`config.mk`:
```
export PLATFORM = sky130hd
export DESIGN_NAME = load_writeback_unit_flat
export DESIGN_NICKNAME = d
export VERILOG_FILES = /design/src/rtl/load_writeback_unit_if.sv /design/src/rtl/load_writeback_unit.sv /design/src/flat_wrapper.sv
export SDC_FILE = /design/constraint.sdc
export NUM_CORES = 1
export LEC_CHECK = 0
export ABC_CLOCK_PERIOD_IN_PS = 4400
export CAP_MARGIN = 0
export CORE_UTILIZATION = 30
export DETAILED_ROUTE_END_ITERATION = 6
export PLACE_DENSITY = 0.55
export SYNTH_ARGS = -nofsm -noshare
export SYNTH_HDL_FRONTEND = slang
export SYNTH_SLANG_ARGS = --single-unit
```
`constraint.sdc`:
```
create_clock -name clock -period 4.4 [get_ports clock]
set_input_delay 0.44 -clock clock [delete_from_list [all_inputs] [get_ports clock]]
set_output_delay 0.44 -clock clock [all_outputs]
set_load 0.05 [all_outputs]
```
`src/rtl/load_writeback_unit_if.sv`:
```
// Purpose: request and data-bus signals of the load/writeback unit.
//   req_*  : load request from decode/execute (valid/ready handshake)
//   mem_*  : word-aligned read request to the data bus and its acknowledge/data
// Modports: slave = the load unit, master = the core/bus environment.
interface load_writeback_unit_if;
  logic        req_valid;
  logic        req_ready;
  logic [31:0] req_address;
  logic [2:0]  req_funct3;
  logic [4:0]  req_rd_address;
  logic        mem_read_valid;
  logic [31:0] mem_read_address;
  logic        mem_read_ack;
  logic [31:0] mem_read_data;

  modport slave (
    input  req_valid, req_address, req_funct3, req_rd_address, mem_read_ack, mem_read_data,
    output req_ready, mem_read_valid, mem_read_address
  );

  modport master (
    output req_valid, req_address, req_funct3, req_rd_address, mem_read_ack, mem_read_data,
    input  req_ready, mem_read_valid, mem_read_address
  );
endinterface

```
`src/rtl/load_writeback_unit.sv`:
```
// Purpose: executes RV32I loads (LB/LH/LW/LBU/LHU). Accepts one request, issues a
// word-aligned bus read, extracts/extends the addressed lane and strobes the result
// to the register file write port for one cycle.
// Ports:
//   clock, reset      : rising-edge clock, synchronous active-low reset
//   bus (slave)       : request handshake and data-bus read channel
//   rd, rd_address    : load result and destination index (hold between writes)
//   rd_write_enable   : one-cycle register file write strobe
//   load_error        : one-cycle pulse on misaligned/illegal request or bus timeout
//   busy              : high whenever a load is in flight
module load_writeback_unit #(
  parameter int unsigned MEM_TIMEOUT = 255
) (
  input  logic                   clock,
  input  logic                   reset,
  load_writeback_unit_if.slave   bus,
  output logic [31:0]            rd,
  output logic [4:0]             rd_address,
  output logic                   rd_write_enable,
  output logic                   load_error,
  output logic                   busy
);

  localparam int unsigned DATA_W    = 32;
  localparam int unsigned REG_IDX_W = 5;
  localparam int unsigned CNT_W     = (MEM_TIMEOUT < 2) ? 1 : $clog2(MEM_TIMEOUT + 1);

  localparam logic [2:0] F3_LB  = 3'b000;
  localparam logic [2:0] F3_LH  = 3'b001;
  localparam logic [2:0] F3_LW  = 3'b010;
  localparam logic [2:0] F3_LBU = 3'b100;
  localparam logic [2:0] F3_LHU = 3'b101;

  typedef enum logic [1:0] {IDLE, READ, WRITE} state_e;

  state_e              state_q, state_d;
  logic [CNT_W-1:0]    cnt_q, cnt_d, cnt_inc;
  logic [1:0]          addr_lo_q, addr_lo_d;
  logic [2:0]          funct3_q, funct3_d;
  logic [REG_IDX_W-1:0] rd_idx_q, rd_idx_d;
  logic [DATA_W-1:0]   mem_addr_q, mem_addr_d;
  logic                mem_valid_q, mem_valid_d;
  logic                req_ready_q, req_ready_d;
  logic                busy_q, busy_d;
  logic [DATA_W-1:0]   rd_q, rd_d;
  logic [REG_IDX_W-1:0] rd_address_q, rd_address_d;
  logic                rd_we_q, rd_we_d;
  logic                load_error_q, load_error_d;
  logic                req_illegal;
  logic                timeout;
  logic [7:0]          byte_sel;
  logic [15:0]         half_sel;
  logic [DATA_W-1:0]   load_ext;

  // Request legality: unknown funct3 or misaligned half/word access.
  always_comb begin
    req_illegal = 1'b0;
    case (bus.req_funct3)
      F3_LB, F3_LBU: req_illegal = 1'b0;
      F3_LH, F3_LHU: req_illegal = bus.req_address[0];
      F3_LW:         req_illegal = |bus.req_address[1:0];
      default:       req_illegal = 1'b1;
    endcase
  end

  // Lane extraction and extension of the returned word.
  assign byte_sel = bus.mem_read_data[{addr_lo_q, 3'b000} +: 8];
  assign half_sel = bus.mem_read_data[{addr_lo_q[1], 4'b0000} +: 16];

  always_comb begin
    load_ext = bus.mem_read_data;
    case (funct3_q)
      F3_LB:   load_ext = {{24{byte_sel[7]}}, byte_sel};
      F3_LH:   load_ext = {{16{half_sel[15]}}, half_sel};
      F3_LBU:  load_ext = {24'h000000, byte_sel};
      F3_LHU:  load_ext = {16'h0000, half_sel};
      default: load_ext = bus.mem_read_data;
    endcase
  end

  // Timeout fires on the edge where the READ cycle count reaches MEM_TIMEOUT.
  assign cnt_inc = cnt_q + CNT_W'(1);
  assign timeout = (MEM_TIMEOUT != 0) && (cnt_inc == CNT_W'(MEM_TIMEOUT));

  // Next-state and registered-output logic.
  always_comb begin
    state_d      = state_q;
    cnt_d        = cnt_q;
    addr_lo_d    = addr_lo_q;
    funct3_d     = funct3_q;
    rd_idx_d     = rd_idx_q;
    mem_addr_d   = mem_addr_q;
    rd_d         = rd_q;
    rd_address_d = rd_address_q;
    rd_we_d      = 1'b0;
    load_error_d = 1'b0;

    case (state_q)
      IDLE: begin
        if (bus.req_valid && req_ready_q) begin
          if (req_illegal) begin
            load_error_d = 1'b1;
          end else begin
            state_d    = READ;
            cnt_d      = '0;
            addr_lo_d  = bus.req_address[1:0];
            funct3_d   = bus.req_funct3;
            rd_idx_d   = bus.req_rd_address;
            mem_addr_d = {bus.req_address[31:2], 2'b00};
          end
        end
      end
      READ: begin
        // Ack takes priority over a coincident timeout.
        if (bus.mem_read_ack) begin
          state_d      = WRITE;
          rd_d         = load_ext;
          rd_address_d = rd_idx_q;
          rd_we_d      = (rd_idx_q != '0);
        end else if (timeout) begin
          state_d      = IDLE;
          load_error_d = 1'b1;
        end else begin
          cnt_d = cnt_inc;
        end
      end
      WRITE: state_d = IDLE;
      default: state_d = IDLE;
    endcase

    mem_valid_d = (state_d == READ);
    req_ready_d = (state_d == IDLE);
    busy_d      = (state_d != IDLE);
  end

  always_ff @(posedge clock) begin
    if (!reset) begin
      state_q      <= IDLE;
      cnt_q        <= '0;
      addr_lo_q    <= '0;
      funct3_q     <= '0;
      rd_idx_q     <= '0;
      mem_addr_q   <= '0;
      mem_valid_q  <= 1'b0;
      req_ready_q  <= 1'b1;
      busy_q       <= 1'b0;
      rd_q         <= '0;
      rd_address_q <= '0;
      rd_we_q      <= 1'b0;
      load_error_q <= 1'b0;
    end else begin
      state_q      <= state_d;
      cnt_q        <= cnt_d;
      addr_lo_q    <= addr_lo_d;
      funct3_q     <= funct3_d;
      rd_idx_q     <= rd_idx_d;
      mem_addr_q   <= mem_addr_d;
      mem_valid_q  <= mem_valid_d;
      req_ready_q  <= req_ready_d;
      busy_q       <= busy_d;
      rd_q         <= rd_d;
      rd_address_q <= rd_address_d;
      rd_we_q      <= rd_we_d;
      load_error_q <= load_error_d;
    end
  end

  assign bus.req_ready        = req_ready_q;
  assign bus.mem_read_valid   = mem_valid_q;
  assign bus.mem_read_address = mem_addr_q;
  assign rd                   = rd_q;
  assign rd_address           = rd_address_q;
  assign rd_write_enable      = rd_we_q;
  assign load_error           = load_error_q;
  assign busy                 = busy_q;

endmodule

```
`src/flat_wrapper.sv`:
```
// flat-port wrapper written by rule: the top's interface ports become plain ports
module load_writeback_unit_flat 
#(
  parameter int unsigned MEM_TIMEOUT = 255
)
  (clock, reset, rd, rd_address, rd_write_enable, load_error, busy, bus_req_valid, bus_req_address, bus_req_funct3, bus_req_rd_address, bus_mem_read_ack, bus_mem_read_data, bus_req_ready, bus_mem_read_valid, bus_mem_read_address);
  load_writeback_unit_if bus_i ();
  input  logic clock;
  input  logic reset;
  output logic [31:0] rd;
  output logic [4:0] rd_address;
  output logic rd_write_enable;
  output logic load_error;
  output logic busy;
  input wire logic [$bits(bus_i.req_valid)-1:0] bus_req_valid;
  input wire logic [$bits(bus_i.req_address)-1:0] bus_req_address;
  input wire logic [$bits(bus_i.req_funct3)-1:0] bus_req_funct3;
  input wire logic [$bits(bus_i.req_rd_address)-1:0] bus_req_rd_address;
  input wire logic [$bits(bus_i.mem_read_ack)-1:0] bus_mem_read_ack;
  input wire logic [$bits(bus_i.mem_read_data)-1:0] bus_mem_read_data;
  output wire logic [$bits(bus_i.req_ready)-1:0] bus_req_ready;
  output wire logic [$bits(bus_i.mem_read_valid)-1:0] bus_mem_read_valid;
  output wire logic [$bits(bus_i.mem_read_address)-1:0] bus_mem_read_address;
  assign bus_i.req_valid = bus_req_valid;
  assign bus_i.req_address = bus_req_address;
  assign bus_i.req_funct3 = bus_req_funct3;
  assign bus_i.req_rd_address = bus_req_rd_address;
  assign bus_i.mem_read_ack = bus_mem_read_ack;
  assign bus_i.mem_read_data = bus_mem_read_data;
  assign bus_req_ready = bus_i.req_ready;
  assign bus_mem_read_valid = bus_i.mem_read_valid;
  assign bus_mem_read_address = bus_i.mem_read_address;
  load_writeback_unit #(.MEM_TIMEOUT(MEM_TIMEOUT)) u_core (.clock(clock), .reset(reset), .bus(bus_i), .rd(rd), .rd_address(rd_address), .rd_write_enable(rd_write_enable), .load_error(load_error), .busy(busy));
endmodule
```
==> impl_metrics.yaml <==
pwr:
  power_density_mw_per_mm2: 355
  power_leakage_nw: 2.01
  ir_drop_v: 0.000192
placed_design:
  portBuffers: 147
  place_ws_ns: 1.65
  gp_congestion: 0.794
  place_hpwl_um: 9020
cells_and_area:
  antenna_cells: 0
  fin_nets: 719
  syn2layout_area_growth_pct: 46.8
  post_route_cells_drive_above_1_share_pct: 5.42
route:
  viasPerCell: 4.93
  ant_nets: 0
  drc: 0
  wl_met2_um: 6230
  wl_met1_um: 5460
  first_iter_violations: 261
  routedWlPerCell_um: 15.5
  firstDrtPassIters: 4
  totalWireLength_um: 12700
  maxUsedRoutingLayer: "met4"
  num_vias: 4035
  wl_met3_um: 761
setup_path:
  crit_fanout: 13
  crit_type: "flop to flop"
  cp-start-kind: "flop"
  arrival_ns: 3.00
  cp_data_required_time_ns: 4.60
  cp-end-kind: "flop"
yosys:
  ys_seq_elements: 92
  synth_cells: 514
  synth_cell_type_count: 51
  synth.largest_area_cell: "dfxtp_1"
  synth_seq_area_share_pct: 45.9
  synth_area_per_cell_um2: 7.80
  async_flop_share_pct: 0
  synth_area_leaders: "dfxtp_1 (46%), nand2_1 (12%), a21oi_1 (11%), o21ai_0 (3.2%), clkbuf_1 (2.8%)"
  synth_edf_count: 0
  synth_warnings: 0
  synth-main-ff-cell: "dfxtp_1"
  synthTopCellsByCount: "nand2_1 (131), dfxtp_1 (92), a21oi_1 (86)"
  synth_area_mm2: 0.00401
  synth_top_area_share_pct: 45.9
  yosysMostFrequentCell: "nand2_1"
worst_hold_path:
  hp-class: "flop to flop"
clock_tree:
  post-cts-setup-buffer-count: 0
  cts_root_buf: "clkbuf_16"
  clock_latency_ns: 0.34
  clk_pin_slew_worst_paths_ns: 0.06
  cts_buffers: 9
  ctsResizeCount: 0
  clock_sinks: 92
  cts_tree: "yes"
  hold_buffers: 0
  clock_path_buffers: 2
  htreeDepth: 3
die:
  die_w_um: 118
  core_mm2: 0.0128
  rows: 41
  chipHeight_um: 118
  start_util_pct: 31.3
  dieArea_mm2: 0.0138
  io-pin-count: 150
global_routing:
  antenna_found_initial: 0
  gr-total-overflow: 0
  grt_pass1_vias: 4175
  grt_max_degree: 53
  grt_pass1_wl_um: 20900
  grt_usage_pct: 18.8
timing:
  rsz0062_at_grt: "false"
  slew_violations: 0
  holdWs_ns: 0.451
  relSlewSlack_pct: 31.7
  setup_tns_ns: 0
  timing.final.crit_share_pct: 63.6
  setup_slack_ns: 1.60
  worstMarginPinSlew_ns: 1.02
  layout_min_cycle_time_ns: 2.80
  setup_viol: 0
  hold_viol: 0
  finClkSkew_ns: 0.00542
  max_freq_ghz: 0.357
status:
  status: "finished, final reports clean"
run:
  drv_cap: 0
## worst paths after layout
check                                  start  cells past startpoint                         endpoint  slack [ns]
max reg2reg                  u_core.cnt_q[1]                      7                  u_core.cnt_q[4]        1.60
min reg2reg  u_core.bus.mem_read_address[31]                      2  u_core.bus.mem_read_address[31]        0.45
min          u_core.bus.mem_read_address[31]                      2  u_core.bus.mem_read_address[31]        0.45
max                          u_core.cnt_q[1]                      7                  u_core.cnt_q[4]        1.60
## stage by stage
stage | total power [mW] | util (%) | cells | instance area, µm²
5_1_grt | 2.18 | 45.9 | 818 | 5890
6_report | 2.09 | 45.9 | 818 | 5890
3_3_place_gp | 1.32 | 43.5 | 802 | 5580
3_5_place_dp | 1.32 | 43.5 | 802 | 5580
2_1_floorplan | 1.15 | - | 515 | 4010
4_1_cts | 2.11 | 45.9 | 818 | 5890
## sequential cells by signal, summed over array words and instances (netlist names), 2 cells and up
name	cells
u_core.funct3_q	3
u_core.rd	32
u_core.rd_address	5
u_core.cnt_q	8
u_core.addr_lo_q	2
u_core.rd_idx_q	5
u_core.bus.mem_read_address	30
u_core.state_q	2
## where the power goes
group          total, mW  internal [mW]  switching (mW)
Clock              0.787          0.469           0.318
Sequential         0.897          0.870          0.0264
Combinational      0.406          0.162           0.245
## cell type report
cell class / instances / area (µm²)
clock buffers: 12 / 256
clock inverters: 4 / 47.5
fillers: 1289 / 6940
inverters: 8 / 30.0
multi-input cells: 375 / 1960
flip-flops and latches: 92 / 1840
well taps: 172 / 215
repair buffers: 155 / 1530
## kinds of logic after synthesis
family / share of synthesized area, %
flip-flops: 45.9
adder cells (fa/ha/maj): 0.624
multiplexers: 3.71
buffers and inverters: 5.21
XOR/XNOR: 0.218
other: 0.0935
AO/OA/AOI/OAI: 23.0
AND/OR/NAND/NOR: 21.2
## routing by layer
metal,vias up,track usage [%]
met5,-,0
met3,15,5.23
li1,2027,-
met1,1896,22.6
met4,0,7.37
met2,97,31.6
## cells in the final DEF (no fill, tap or decap), types with 3 or more instances in the layout
master	instances
dfxtp_1	92
a21oi_1	86
nand2_1	131
o22ai_1	7
mux4_2	3
clkbuf_16	9
inv_1	7
nor2_1	20
buf_4	8
nand2b_1	5
a21oi_2	3
nor3_1	5
mux2i_1	7
nand3_1	16
o211ai_1	8
clkdlybuf4s50_1	147
o21ai_0	26
nor2b_1	7
a211oi_1	3
a31oi_1	10
## worst max-delay path: stages, from the launching register on
cell	delay [ns]
dfxtp_1	0.47
ha_1	0.28
inv_1	0.10
or4_1	0.48
a32o_1	0.29
o21ai_1	0.69
a21boi_1	0.28
nor3_2	0.06
Note: power is estimated with default switching activity, not from simulation.
